--- config.mk ---
export PLATFORM = sky130hd
export DESIGN_NAME = timer_ctrl_flat
export DESIGN_NICKNAME = d
export VERILOG_FILES = /design/src/rtl/timer_ctrl_if.sv /design/src/rtl/timer_ctrl.sv /design/src/flat_wrapper.sv
export SDC_FILE = /design/constraint.sdc
export NUM_CORES = 1
export LEC_CHECK = 0
export CORE_ASPECT_RATIO = 1.25
export CORE_UTILIZATION = 55
export DETAILED_ROUTE_END_ITERATION = 10
export PLACE_DENSITY = 0.84
export SLEW_MARGIN = 20
export SYNTH_ARGS = -nofsm -noshare
export SYNTH_HDL_FRONTEND = slang
export SYNTH_SLANG_ARGS = --single-unit
--- constraint.sdc ---
create_clock -name clk -period 5.3 [get_ports clk]
set_input_delay 1.06 -clock clk [delete_from_list [all_inputs] [get_ports clk]]
set_output_delay 1.06 -clock clk [all_outputs]
set_load 0.005 [all_outputs]
--- src/rtl/timer_ctrl_if.sv ---
// Configuration, control and status bundle for timer_ctrl.
// The pause input exists only when TIMER_CTRL_PAUSE_EN is defined.
interface timer_ctrl_if #(
  parameter int WIDTH      = 8,
  parameter int PRESCALE_W = 4
);
  // A configuration transfers on a rising clk edge where cfg_valid && cfg_ready.
  // The master holds cfg_valid and the cfg_* fields stable until that edge.
  logic                  cfg_valid;
  logic                  cfg_ready;
  logic [WIDTH-1:0]      cfg_period;
  logic [PRESCALE_W-1:0] cfg_prescale;
  logic                  cfg_periodic;
  logic                  start;
  logic                  stop;
`ifdef TIMER_CTRL_PAUSE_EN
  logic                  pause;
`endif
  logic [WIDTH-1:0]      count;
  logic                  busy;
  logic                  tick;
  logic                  done;

  modport master (
    input  cfg_ready, count, busy, tick, done,
    output cfg_valid, cfg_period, cfg_prescale, cfg_periodic, start, stop
`ifdef TIMER_CTRL_PAUSE_EN
    , pause
`endif
  );

  modport slave (
    output cfg_ready, count, busy, tick, done,
    input  cfg_valid, cfg_period, cfg_prescale, cfg_periodic, start, stop
`ifdef TIMER_CTRL_PAUSE_EN
    , pause
`endif
  );
endinterface

--- src/rtl/timer_ctrl.sv ---
// Programmable up-counter sequencer: config handshake, arm, prescaled run, terminate.
// Optional RUN freeze input enabled by TIMER_CTRL_PAUSE_EN.
module timer_ctrl #(
  parameter int WIDTH      = 8,
  parameter int PRESCALE_W = 4
) (
  input  logic         clk,
  input  logic         rst,
  timer_ctrl_if.slave  bus,
  output logic [1:0]   dbg_state
);

  typedef enum logic [1:0] {
    IDLE  = 2'd0,
    ARMED = 2'd1,
    RUN   = 2'd2,
    DONE  = 2'd3
  } state_t;

  state_t                state_q, state_nxt;
  logic [WIDTH-1:0]      count_q, count_nxt;
  logic [WIDTH-1:0]      period_q, period_nxt;
  logic [PRESCALE_W-1:0] prescale_q, prescale_nxt;
  logic [PRESCALE_W-1:0] psc_cnt_q, psc_cnt_nxt;
  logic                  periodic_q, periodic_nxt;
  logic                  tick_q, tick_nxt;
  logic                  done_q, done_nxt;
  logic                  cfg_hs;
  logic                  hold;

  assign cfg_hs = bus.cfg_valid && bus.cfg_ready;

`ifdef TIMER_CTRL_PAUSE_EN
  assign hold = bus.pause;
`else
  assign hold = 1'b0;
`endif

  always_ff @(posedge clk or posedge rst) begin
    if (rst) begin
      state_q    <= IDLE;
      count_q    <= '0;
      period_q   <= '0;
      prescale_q <= '0;
      psc_cnt_q  <= '0;
      periodic_q <= 1'b0;
      tick_q     <= 1'b0;
      done_q     <= 1'b0;
    end else begin
      state_q    <= state_nxt;
      count_q    <= count_nxt;
      period_q   <= period_nxt;
      prescale_q <= prescale_nxt;
      psc_cnt_q  <= psc_cnt_nxt;
      periodic_q <= periodic_nxt;
      tick_q     <= tick_nxt;
      done_q     <= done_nxt;
    end
  end

  always_comb begin
    state_nxt    = state_q;
    count_nxt    = count_q;
    period_nxt   = period_q;
    prescale_nxt = prescale_q;
    psc_cnt_nxt  = psc_cnt_q;
    periodic_nxt = periodic_q;
    tick_nxt     = 1'b0;
    done_nxt     = 1'b0;
    case (state_q)
      IDLE: begin
        if (cfg_hs) begin
          period_nxt   = bus.cfg_period;
          prescale_nxt = bus.cfg_prescale;
          periodic_nxt = bus.cfg_periodic;
          state_nxt    = ARMED;
        end
      end
      ARMED: begin
        if (bus.stop) begin
          count_nxt = '0;
          state_nxt = IDLE;
        end else if (bus.start) begin
          count_nxt   = '0;
          psc_cnt_nxt = '0;
          state_nxt   = RUN;
        end
      end
      RUN: begin
        if (bus.stop) begin
          count_nxt   = '0;
          psc_cnt_nxt = '0;
          state_nxt   = IDLE;
        end else if (!hold) begin
          if (psc_cnt_q == prescale_q) begin
            psc_cnt_nxt = '0;
            // Compare before incrementing so the count never wraps past period.
            if (count_q != period_q) begin
              count_nxt = count_q + 1'b1;
            end else begin
              tick_nxt = 1'b1;
              if (periodic_q) begin
                count_nxt = '0;
              end else begin
                done_nxt  = 1'b1;
                state_nxt = DONE;
              end
            end
          end else begin
            psc_cnt_nxt = psc_cnt_q + 1'b1;
          end
        end
      end
      DONE: begin
        if (bus.stop) begin
          count_nxt = '0;
          state_nxt = IDLE;
        end else if (bus.start) begin
          // A simultaneous cfg handshake still completes but its fields are dropped.
          count_nxt   = '0;
          psc_cnt_nxt = '0;
          state_nxt   = RUN;
        end else if (cfg_hs) begin
          period_nxt   = bus.cfg_period;
          prescale_nxt = bus.cfg_prescale;
          periodic_nxt = bus.cfg_periodic;
          state_nxt    = ARMED;
        end
      end
      default: state_nxt = IDLE;
    endcase
  end

  assign bus.count     = count_q;
  assign bus.tick      = tick_q;
  assign bus.done      = done_q;
  assign bus.busy      = (state_q == RUN);
  assign bus.cfg_ready = (state_q == IDLE) || (state_q == DONE);
  assign dbg_state     = state_q;

endmodule

--- src/flat_wrapper.sv ---
// flat-port wrapper written by rule: the top's interface ports become plain ports
module timer_ctrl_flat 
#(
  parameter int WIDTH      = 8,
  parameter int PRESCALE_W = 4
)
  (clk, rst, dbg_state, bus_cfg_ready, bus_count, bus_busy, bus_tick, bus_done, bus_cfg_valid, bus_cfg_period, bus_cfg_prescale, bus_cfg_periodic, bus_start, bus_stop);
  timer_ctrl_if #(.WIDTH(WIDTH), .PRESCALE_W(PRESCALE_W)) bus_i ();
  input  logic clk;
  input  logic rst;
  output logic [1:0] dbg_state;
  output wire logic [$bits(bus_i.cfg_ready)-1:0] bus_cfg_ready;
  output wire logic [$bits(bus_i.count)-1:0] bus_count;
  output wire logic [$bits(bus_i.busy)-1:0] bus_busy;
  output wire logic [$bits(bus_i.tick)-1:0] bus_tick;
  output wire logic [$bits(bus_i.done)-1:0] bus_done;
  input wire logic [$bits(bus_i.cfg_valid)-1:0] bus_cfg_valid;
  input wire logic [$bits(bus_i.cfg_period)-1:0] bus_cfg_period;
  input wire logic [$bits(bus_i.cfg_prescale)-1:0] bus_cfg_prescale;
  input wire logic [$bits(bus_i.cfg_periodic)-1:0] bus_cfg_periodic;
  input wire logic [$bits(bus_i.start)-1:0] bus_start;
  input wire logic [$bits(bus_i.stop)-1:0] bus_stop;
  assign bus_cfg_ready = bus_i.cfg_ready;
  assign bus_count = bus_i.count;
  assign bus_busy = bus_i.busy;
  assign bus_tick = bus_i.tick;
  assign bus_done = bus_i.done;
  assign bus_i.cfg_valid = bus_cfg_valid;
  assign bus_i.cfg_period = bus_cfg_period;
  assign bus_i.cfg_prescale = bus_cfg_prescale;
  assign bus_i.cfg_periodic = bus_cfg_periodic;
  assign bus_i.start = bus_start;
  assign bus_i.stop = bus_stop;
  timer_ctrl #(.WIDTH(WIDTH), .PRESCALE_W(PRESCALE_W)) u_core (.clk(clk), .rst(rst), .bus(bus_i), .dbg_state(dbg_state));
endmodule
# Word level (Yosys, flattened, before mapping)
# Index checks and enable logic that the tools add are counted.
# totals
ff_bits	29
in_bits	18
out_inout_bits	14
wordCells	78
# op_classes
addsub	2
n_eq_ne	15
mux	43
reduce_logical	10
# op_table
operator	count
two-way mux 8 bit	9
one-hot mux 8 bit (2 select lines)	2
two-way mux 4 bit	7
two-way mux 2 bit	9
one-hot mux 4 bit (2 select lines)	2
two-way mux 1 bit	12
inequality test 3 bit, second input constant	3
adder 8 x 1 -> 8 bit, second input constant	1
inequality test 8 bit	1
one-hot mux 2 bit (4 select lines)	1
AND reduction 4 bit	2
inequality test 2 bit, second input constant	3
inequality test 3 x 1 -> 1 bit, second input constant	2
AND reduction 3 bit	2
adder 4 x 1 -> 4 bit, second input constant	1
== test 2 bit, second input constant	2
== test 4 bit	1
inequality test 4 x 1 -> 1 bit, second input constant	1
nonzero test 2 bit	2
== test 2 x 1 -> 1 bit, second input constant	1
logical NOT 2 bit	1
inequality test 2 x 1 -> 1 bit, second input constant	1
one-hot mux 1 bit (2 select lines)	1
OR reduction 2 bit	1
2 further kinds	2

# Logic depth before layout (Yosys ltp)
# Gate-level depths: netlist (run 1).
# depth
word_depth	7
depth_mapped	8
ltp_nobuf	7

# Worst setup path after synthesis (run 1)
# Ideal clock, no wire load.
# synth_timing
path_kind	input-to-reg
from	input bus_stop
to	register u_core.period_q[0]
setup_ps	125
t_arrival_ps	2401
required_ps	5175
slack_ps	2774
stages	6
n_path_buf	2
path_cell_list	buf_2 -> nor2_1 -> and2_1 -> o21ai_0 -> buf_2 -> mux2_2
# synth_between
elab_chain_len	2
# synth_lines
element	line_no	text
start, declared	flat_wrapper.sv:22	input wire logic [$bits(bus_i.stop)-1:0] bus_stop;
inequality test 2 bit (no line)	n/a	
AND reduction 3 bit (no line)	n/a	
end signal, assigned	timer_ctrl.sv:52	period_q <= period_nxt;
end, declared	timer_ctrl.sv:22	logic [WIDTH-1:0] period_q, period_nxt;
# No other way between the ends.
# A chain may end at the register's enable or synchronous reset.

# Final worst setup path (run 1)
# layout_timing
from	register u_core.state_q[0] (netlist: u_core.dbg_state[0])
to	output bus_cfg_ready
# layout_between
elab_chain_len	2
elab_cells_between_ends	3
cone_classes	eq/ne: 1; reduce/logical: 2
# layout_lines
element	line_no	text
start, declared	timer_ctrl.sv:20	state_t state_q, state_nxt;
start signal, assigned	timer_ctrl.sv:50	state_q <= state_nxt;
== test 2 bit / logical NOT 2 bit (equally long branches)	timer_ctrl.sv:138	assign bus.cfg_ready = (state_q == IDLE) || (state_q == DONE);
logical OR 1 bit *	timer_ctrl.sv:138	
end, declared	flat_wrapper.sv:12	output wire logic [$bits(bus_i.cfg_ready)-1:0] bus_cfg_ready;
# Every way passes the cells marked *; elsewhere a longest branch is shown, timed or not.

==> out/metrics.cfg, run 1 <==
[sta]
max_clock_freq_mhz = 360
slew_headroom_pct = 57.3
tns_ps = 0
setup_viol = 0
min_period_ps = 2780
worstMarginPinSlew_ps = 636
period_share_pct = 52.5
rsz0062_at_grt = no
fin_skew_ps = 4.36
hold_viol = 0
final-max-slew-violation-count = 0

[power]
power_density_mw_per_mm2 = 510
netSwitchingFraction_pct = 36.8
power.total_mw = 1.04
p_int_uw = 656
p_clk_share_pct = 14.8
power.leakage_nw = 0.864
seq_power_share_pct = 38.2
p_switching_uw = 381
p_comb_share_pct = 47.1
peakVddDrop_v = 0.000347

[synthesis]
synth_fa_ha_area_share_pct = 4.58
yosysTopAreaCellShare_pct = 44.3
synth_compound_area_share_pct = 13.0
seq_area_frac_synth_pct = 44.3
syn-cell-area_mm2 = 0.00164
yosys.cell_count.top_type = dfrtp_1
ys_async_sr_fraction_pct = 100
syn_area_per_cell_um2 = 10.7
synth_edf_count = 0
synth_seq_cells = 29
synth_top_family_by_area = simple AND/OR/NAND/NOR gates
yosys_warnings = 0
synth-xor-area-share_pct = 6.41
synth_top_flop_cell = dfrtp_1
synthTopCellsByCount = dfrtp_1 (29), mux2_2 (15), o21ai_0 (11)
synth_top_cell_by_area = dfrtp_1
netlist_instances = 153
yosys-top-cells-area = dfrtp_1 (44%), mux2_2 (10%), ha_1 (4.6%)
syn-num-nets = 177
yosys.area_share.simple_pct = 15.8
synthMuxAreaShare_pct = 12.1
yosys.cell_types.count = 37

[cells_and_area]
area_growth_pct = 24.0
final_cells = 222
n_fill_cell = 220
nets = 211
diodes = 0
stdcell_area_mm2 = 0.00203
drive_above_1_share_pct = 18.6

[worst_setup_path]
path_buf_inv = 3
criticalPathCategory = register to output pin
worstPathCellList = inv_1 > ha_1 > inv_1 > clkdlybuf4s50_1
worstPathArrival_ps = 1720
cpMaxStageDelayCell = clkdlybuf4s50_1
crit_family = buffers and inverters
worst_ep_required_time_ps = 4240
crit_path_frequent_cell = inv_1
cp-start-kind = register
cp-end-kind = output pin
cpPeakStageDelay_ps = 490
critical_path.max_fanout = 6

[die]
rows = 21
ios = 32
die_y_um = 63.0
start_util_pct = 59.4
die_area_mm2 = 0.00320
core-area_mm2 = 0.00276
dieWidth_um = 50.8

[cts]
cts_root_buffer = clkbuf_4
post_cts_buffers = 0
cts_hold_buffers = 0
cts_max_level = 2
insertion_delay_ps = 330
post_cts_resized = 0
cts_sinks = 29
clk_path_buf_depth = 2
cts-buffers-inserted = 5
clk_pin_slew_ps = 90
cts_tree = yes

[global_routing]
grt_pass1_wl_um = 5890
antenna_found_initial = 0
grt_util_met1_pct = 28.5
overflow = 0
grt_max_degree = 30
grt_pass1_vias = 1323
grt.met3_usage_pct = 7.30
grt_usage_pct = 25.5
top_usage_layer = met2
grt_use_met2_pct = 43.5

[flow_run]
maxCapViolCount = 0

[placement]
dpl_cell_area_mm2 = 0.00196
dpl.hpwl_um = 2580
portBuffers = 31
gp_congestion = 0.938
dp.cells = 214

[detailed_routing]
wl_per_cell_um = 15.3
drc = 0
vias = 1282
first_pass_iters = 4
viasPerCell = 5.77
ant_nets = 0
drtIter0Drc = 31
wl_um = 3390

[outcome]
status = finished clean

[worst_hold_path]
hold_class = register to register

[logic make-up (layout without fill, tap and decap cells)]
| group | count (synthesis) | count (layout) |
|---|---|---|
| mux | 17 | 17 |
| xor+xnor | 12 | 12 |
| simple gates | 45 | 45 |
| fa+ha+maj | 6 | 6 |
| flops | 29 | 29 |
| buf+inv | 12 | 47 |
| compound gates | 32 | 32 |
[routing by layer]
layer	wire, µm	up-vias	share of wire (%)
met5	0	-	0
met4	90	0	2.7
met3	131	9	3.9
met2	1790	39	53
met1	1380	620	41
li1	-	614	-
[per-stage QoR]
step	util (%)	setup WS (ps)	hold WS [ps]
after floorplan	-	2770	449
after global placement	71.2	2440	508
after detailed placement	71.2	2320	517
after CTS	73.7	2510	539
after global routing	73.7	2430	551
final	73.7	2520	537
[flip-flops by register name, indices dropped and copies added, names as in the netlist]
register and cells:
u_core.dbg_state 2, u_core.bus.count 8, u_core.prescale_q 4, u_core.bus.tick 1, u_core.bus.done 1, u_core.periodic_q 1
u_core.period_q 8, u_core.psc_cnt_q 4
[layout by cell type, fill, tap and decap left out, types with 5 or more instances in the layout]
cell and n:
o21ai_0 11, xnor2_1 8, clkdlybuf4s50_1 31, ha_1 6
nor2_1 5, dfrtp_1 29, nand2_1 10, clkbuf_4 5
inv_1 6, a22o_1 5, mux2_2 15
[final cells by class]
type                    count  area [µm²]  share of cell area [%]
repair buffers             32         318                    15.6
inverters                   7        26.3                    1.29
flip-flops and latches     29         726                    35.7
clock buffers               7        65.1                    3.20
multi-input cells         112         851                    41.8
clock inverters             1        5.00                   0.246
well taps                  34        42.5                    2.09
[worst paths after layout]
kind | cells after the start | end | slack (ps) | startpoint
max | 4 | bus_cfg_ready | 2520 | u_core.dbg_state[0]$_DFFE_PP0P_
min reg2reg | 1 | u_core.period_q[1]$_DFFE_PP0P_ | 540 | u_core.period_q[1]$_DFFE_PP0P_
max reg2reg | 7 | u_core.bus.count[5]$_DFFE_PP0P_ | 3020 | u_core.dbg_state[1]$_DFFE_PP0P_
max in group asynchronous | 2 | u_core.bus.done$_DFF_PP0_ | 3800 | rst
min | 1 | u_core.period_q[1]$_DFFE_PP0P_ | 540 | u_core.period_q[1]$_DFFE_PP0P_
min in group asynchronous | 2 | u_core.period_q[4]$_DFFE_PP0P_ | 1100 | rst
[power groups by stage]
| stage | Combinational, mW | Clock, mW | Sequential, mW |
|---|---|---|---|
| detailed placement | 0.488 | 0 | 0.400 |
| floorplan | 0.369 | 0 | 0.376 |
| finish | 0.488 | 0.153 | 0.396 |
| global route | 0.542 | 0.165 | 0.406 |
| CTS | 0.490 | 0.159 | 0.396 |
| global placement | 0.469 | 0 | 0.395 |
[worst register-to-register path, delay by kind of cell (launching register included)]
family	cells	cell delay, ps
fa+ha+maj	1	230
simple gates	2	760
buf+inv	1	100
flops	1	420
compound gates	3	700
(Power assumes the default switching activity.)
==> run 2: changes to the inputs <==
--- a/config.mk
+++ b/config.mk
@@ -6,9 +6,9 @@
 export NUM_CORES = 1
 export LEC_CHECK = 0
 export CORE_ASPECT_RATIO = 1.25
-export CORE_UTILIZATION = 55
+export CORE_UTILIZATION = 51
 export DETAILED_ROUTE_END_ITERATION = 10
-export PLACE_DENSITY = 0.84
+export PLACE_DENSITY = 0.79
 export SLEW_MARGIN = 20
 export SYNTH_ARGS = -nofsm -noshare
 export SYNTH_HDL_FRONTEND = slang
==> constraint.sdc (replaced) <==
create_clock -name clk -period 2.7 [get_ports clk]
set_input_delay 0.54 -clock clk [delete_from_list [all_inputs] [get_ports clk]]
set_output_delay 0.54 -clock clk [all_outputs]
set_load 0.005 [all_outputs]
==> out/metrics.cfg, run 2 (same netlist as run 1, synthesis figures left out) <==
[outcome]
status = finished clean

[detailed_routing]
drtIter0Drc = 45
vias = 1294
viasPerCell = 5.75
met2_wirelength_um = 1920
wl_met3_um = 145
wl_per_cell_um = 15.5
wl_um = 3480
first_pass_iters = 4
drc = 0
top_layer = met4
met1_length_um = 1320
ant_nets = 0

[placement]
dp.cells = 217
dpl.hpwl_um = 2680
dpl_cell_area_mm2 = 0.00197
dpl_worst_slack_ps = 278
gp_congestion = 0.889
portBuffers = 31

[cells_and_area]
final_common_cell = clkdlybuf4s50_1
drive_above_1_share_pct = 18.5
nets = 212
final_cells = 225
stdcell_area_mm2 = 0.00204
area_growth_pct = 24.7
diodes = 0
final_cell_mix = clkdlybuf4s50_1 (31), dfrtp_1 (29), mux2_2 (15), o21ai_0 (11), nand2_1 (10)

[global_routing]
overflow = 0
grt_usage_pct = 24.3
antenna_found_initial = 0
grt_pass1_wl_um = 5960
grt_max_degree = 30
grt_pass1_vias = 1302

[sta]
worstMarginPinSlew_ps = 619
fin_skew_ps = 8.77
max_clock_freq_mhz = 438
slew_headroom_pct = 58.4
tns_ps = 0
final-max-slew-violation-count = 0
finalWorstSetupSlack_ps = 415
period_share_pct = 84.6
min_period_ps = 2280
hold_viol = 0
rsz0062_at_grt = no
setup_viol = 0

[worst_hold_path]
hold_class = register to register
hold_start = u_core.period_q[2]$_DFFE_PP0P_
hold_depth = 1
hold_path_end = u_core.period_q[2]$_DFFE_PP0P_

[cts]
post_cts_buffers = 0
cts_max_level = 2
clk_pin_slew_ps = 90
cts_sinks = 29
cts_tree = yes
cts_root_buffer = clkbuf_4
insertion_delay_ps = 330
post_cts_resized = 0
cts-buffers-inserted = 5
clk_path_buf_depth = 2
cts_hold_buffers = 0

[die]
ios = 32
die_y_um = 65.4
rows = 22
core-area_mm2 = 0.00300
start_util_pct = 54.6
die_area_mm2 = 0.00345
dieWidth_um = 52.7

[worst_setup_path]
worstPathCellList = inv_1 > ha_1 > inv_1 > clkdlybuf4s50_1
regToRegSetupSlack_ps = 490
crit_family = buffers and inverters
criticalPathCategory = register to output pin
cpPeakStageDelay_ps = 490
crit_path_frequent_cell = inv_1
worstPathArrival_ps = 1740
path_buf_inv = 3
worst_ep_required_time_ps = 2160
critical_path.max_fanout = 6
cp-end-kind = output pin
rr_startpoint = u_core.dbg_state[1]$_DFFE_PP0P_
reg2reg_depth = 7
cpMaxStageDelayCell = clkdlybuf4s50_1
r2r-end = u_core.bus.count[5]$_DFFE_PP0P_
cp-start-kind = register

[power]
p_clk_share_pct = 14.7
p_switching_uw = 761
p_int_mw = 1.29
p_comb_share_pct = 47.0
netSwitchingFraction_pct = 37.2
power_density_mw_per_mm2 = 1000
peakVddDrop_v = 0.000574
power.leakage_nw = 0.870
power.total_mw = 2.05
seq_power_share_pct = 38.3

[flow_run]
maxCapViolCount = 0

run 2: cell type report:
| class | count | area (µm²) |
|---|---|---|
| Timing Repair Buffer | 33 | 325 |
| Multi-Input combinational cell | 112 | 851 |
| Clock inverter | 1 | 5.00 |
| Fill cell | 253 | 957 |
| Clock buffer | 7 | 65.1 |
| Tap cell | 36 | 45.0 |
| Sequential cell | 29 | 726 |
| Inverter | 7 | 26.3 |
run 2: worst reg2reg max path, cell delays in order (launching register included):
cell and delay (ps):
dfrtp_1 420, inv_1 100, ha_1 240, or2_1 320, a21o_1 270, or3_2 460
o21ai_0 180, a22o_1 160
run 2: routing by layer:
layer | vias to the layer above | track usage [%]
li1 | 613 | -
met1 | 616 | 26.8
met2 | 52 | 41.3
met3 | 13 | 6.48
met4 | 0 | 12.8
met5 | - | 0
run 2: worst max path at each step:
| stage | endpoint | start | slack, ps | depth (start not counted) |
|---|---|---|---|---|
| 2_1_floorplan | u_core.bus.count[0]$_DFFE_PP0P_ | u_core.dbg_state[1]$_DFFE_PP0P_ | 650 | 8 |
| 3_3_place_gp | u_core.period_q[3]$_DFFE_PP0P_ | bus_stop | 350 | 6 |
| 3_5_place_dp | u_core.prescale_q[1]$_DFFE_PP0P_ | bus_stop | 280 | 6 |
| 4_1_cts | bus_cfg_ready | u_core.dbg_state[0]$_DFFE_PP0P_ | 420 | 4 |
| 5_1_grt | bus_cfg_ready | u_core.dbg_state[0]$_DFFE_PP0P_ | 310 | 4 |
| 6_report | bus_cfg_ready | u_core.dbg_state[0]$_DFFE_PP0P_ | 420 | 4 |
run 2: power groups by stage:
stage               Sequential (mW)  Combinational, mW  Clock [mW]
CTS                           0.784              0.970       0.305
finish                        0.784              0.963       0.300
floorplan                     0.738              0.725           0
global placement              0.778              0.919           0
global route                  0.805               1.07       0.335
detailed placement            0.792              0.966           0
run 2: through the flow:
step | utilization, % | hold slack, ps
2_1_floorplan | - | 449
3_3_place_gp | 65.8 | 505
3_5_place_dp | 65.8 | 503
4_1_cts | 68.1 | 535
5_1_grt | 68.1 | 543
6_report | 68.1 | 531
==> run 3: changes to the inputs <==
--- a/config.mk
+++ b/config.mk
@@ -6,9 +6,9 @@
 export NUM_CORES = 1
 export LEC_CHECK = 0
 export CORE_ASPECT_RATIO = 1.25
-export CORE_UTILIZATION = 51
+export CORE_UTILIZATION = 46
 export DETAILED_ROUTE_END_ITERATION = 10
-export PLACE_DENSITY = 0.79
+export PLACE_DENSITY = 0.75
 export SLEW_MARGIN = 20
 export SYNTH_ARGS = -nofsm -noshare
 export SYNTH_HDL_FRONTEND = slang
==> constraint.sdc (replaced) <==
create_clock -name clk -period 2.05 [get_ports clk]
set_input_delay 0.41 -clock clk [delete_from_list [all_inputs] [get_ports clk]]
set_output_delay 0.41 -clock clk [all_outputs]
set_load 0.005 [all_outputs]
==> out/metrics.cfg, run 3 (same netlist as run 1, synthesis figures left out) <==
[worst_setup_path]
path_buf_inv = 1
worstPathArrival_ps = 2200
cp-start-kind = register
criticalPathCategory = register to register
worst_ep_required_time_ps = 2270
cp-end-kind = register
cpPeakStageDelay_ps = 500
crit_family = simple AND/OR/NAND/NOR gates
worstPathCellList = buf_6 > ha_2 > or2_1 > a21o_1 > or4_4 > o21ai_2 > a22o_2
critical_path.max_fanout = 7
cpMaxStageDelayCell = or4_4
regToRegSetupSlack_ps = 70

[cts]
insertion_delay_ps = 280
clk_pin_slew_ps = 60
cts_max_level = 2
cts_sinks = 29
clk_path_buf_depth = 2
cts_tree = yes
cts_hold_buffers = 0
cts-buffers-inserted = 5
cts_root_buffer = clkbuf_8

[power]
p_comb_share_pct = 47.2
seq_power_share_pct = 33.1
power.leakage_nw = 0.966
power_density_mw_per_mm2 = 1370
p_switching_mw = 1.06
p_clk_share_pct = 19.7
netSwitchingFraction_pct = 34.6
peakVddDrop_v = 0.000850
p_int_mw = 1.99

[die]
die_area_mm2 = 0.00381
start_util_pct = 49.5
rows = 23
ios = 32
core-area_mm2 = 0.00331
die_y_um = 68.7
dieWidth_um = 55.4

[global_routing]
grt_pass1_vias = 1373
antenna_found_initial = 0
grt_max_degree = 30
grt_usage_pct = 20.4
overflow = 0
grt_pass1_wl_um = 5890

[cells_and_area]
final_cell_mix = clkdlybuf4s50_1 (29), dfrtp_1 (29), mux2_2 (15), buf_4 (13), nand2_1 (10)
nets = 224
fin_util_pct = 67.2
drive_above_1_share_pct = 26.9
area_growth_pct = 35.6
diodes = 0

[sta]
hold_viol = 0
final-max-slew-violation-count = 0
worstMarginPinSlew_ps = 591
finalWorstSetupSlack_ps = 74.2
whs_ps = 487
min_period_ps = 1980
fin_skew_ps = 6.39
period_share_pct = 96.4
max_clock_freq_mhz = 506
rsz0062_at_grt = yes
setup_viol = 0
slew_headroom_pct = 60.3

[detailed_routing]
wl_um = 3570
drc = 0
vias = 1315
wl_per_cell_um = 15.0
first_pass_iters = 4
ant_nets = 0
drtIter0Drc = 33
viasPerCell = 5.53

[placement]
portBuffers = 31
dpl_worst_slack_ps = -62.9
dpl.hpwl_um = 2600
gp_congestion = 0.947

[outcome]
status = finished clean

[worst_hold_path]
hold_class = primary input to async pin

[flow_run]
maxCapViolCount = 0

[run 3: worst reg2reg max path, cell delays in order (launching register included)]
cell,delay [ps]
dfrtp_1,380
buf_6,130
ha_2,190
or2_1,220
a21o_1,230
or4_4,500
o21ai_2,130
a22o_2,130
[run 3: what timing repair did]
action                                  CTS  global route
cloned                                    0             0
endpoints found under the setup margin    3             6
setup buffers                             1             1
pin swaps                                 2             5
resized for setup                         3            11
[run 3: routing by layer]
layer  vias to the layer above  track usage (%)  wire length, µm
met5                         -                0                0
met4                         0             9.38               70
met3                         7             6.53              134
met2                        35             38.7             1880
met1                       630             20.8             1480
li1                        643                -                -
[run 3: power groups by stage]
stage / Clock (mW) / Sequential [mW] / Combinational (mW)
detailed placement: 0 / 1.02 / 1.36
CTS: 0.615 / 1.01 / 1.37
floorplan: 0 / 0.972 / 0.954
global route: 0.642 / 1.04 / 1.58
global placement: 0 / 1.01 / 1.31
finish: 0.601 / 1.01 / 1.44
[run 3: final timing paths]
check / start / endpoint / cells after the start
setup / recovery: u_core.dbg_state[0]$_DFFE_PP0P_ / u_core.bus.count[7]$_DFFE_PP0P_ / 7
hold / removal: rst / u_core.period_q[4]$_DFFE_PP0P_ / 3
setup reg to reg: u_core.dbg_state[0]$_DFFE_PP0P_ / u_core.bus.count[7]$_DFFE_PP0P_ / 7
hold reg to reg: u_core.prescale_q[0]$_DFFE_PP0P_ / u_core.prescale_q[0]$_DFFE_PP0P_ / 1
max in group asynchronous: rst / u_core.bus.count[1]$_DFFE_PP0P_ / 3
min in group clk: u_core.prescale_q[0]$_DFFE_PP0P_ / u_core.prescale_q[0]$_DFFE_PP0P_ / 1
[run 3: layout make-up]
class | count | area (µm²)
sequential | 29 | 726
fill | 248 | 1090
timing repair buffer | 45 | 420
clock buffer | 7 | 86.3
tap | 37 | 46.3
multi-input combinational | 112 | 888
inverter | 7 | 26.3
clock inverter | 1 | 30.0
[run 3: per-stage QoR]
step           power, mW  instances  TNS [ps]  area [µm²]
2_1_floorplan       1.93        153         0        1640
3_3_place_gp        2.32        228     -93.2        2050
3_5_place_dp        2.38        228      -769        2050
4_1_cts             2.99        237         0        2180
5_1_grt             3.26        238     -19.4        2220
6_report            3.05        238         0        2220
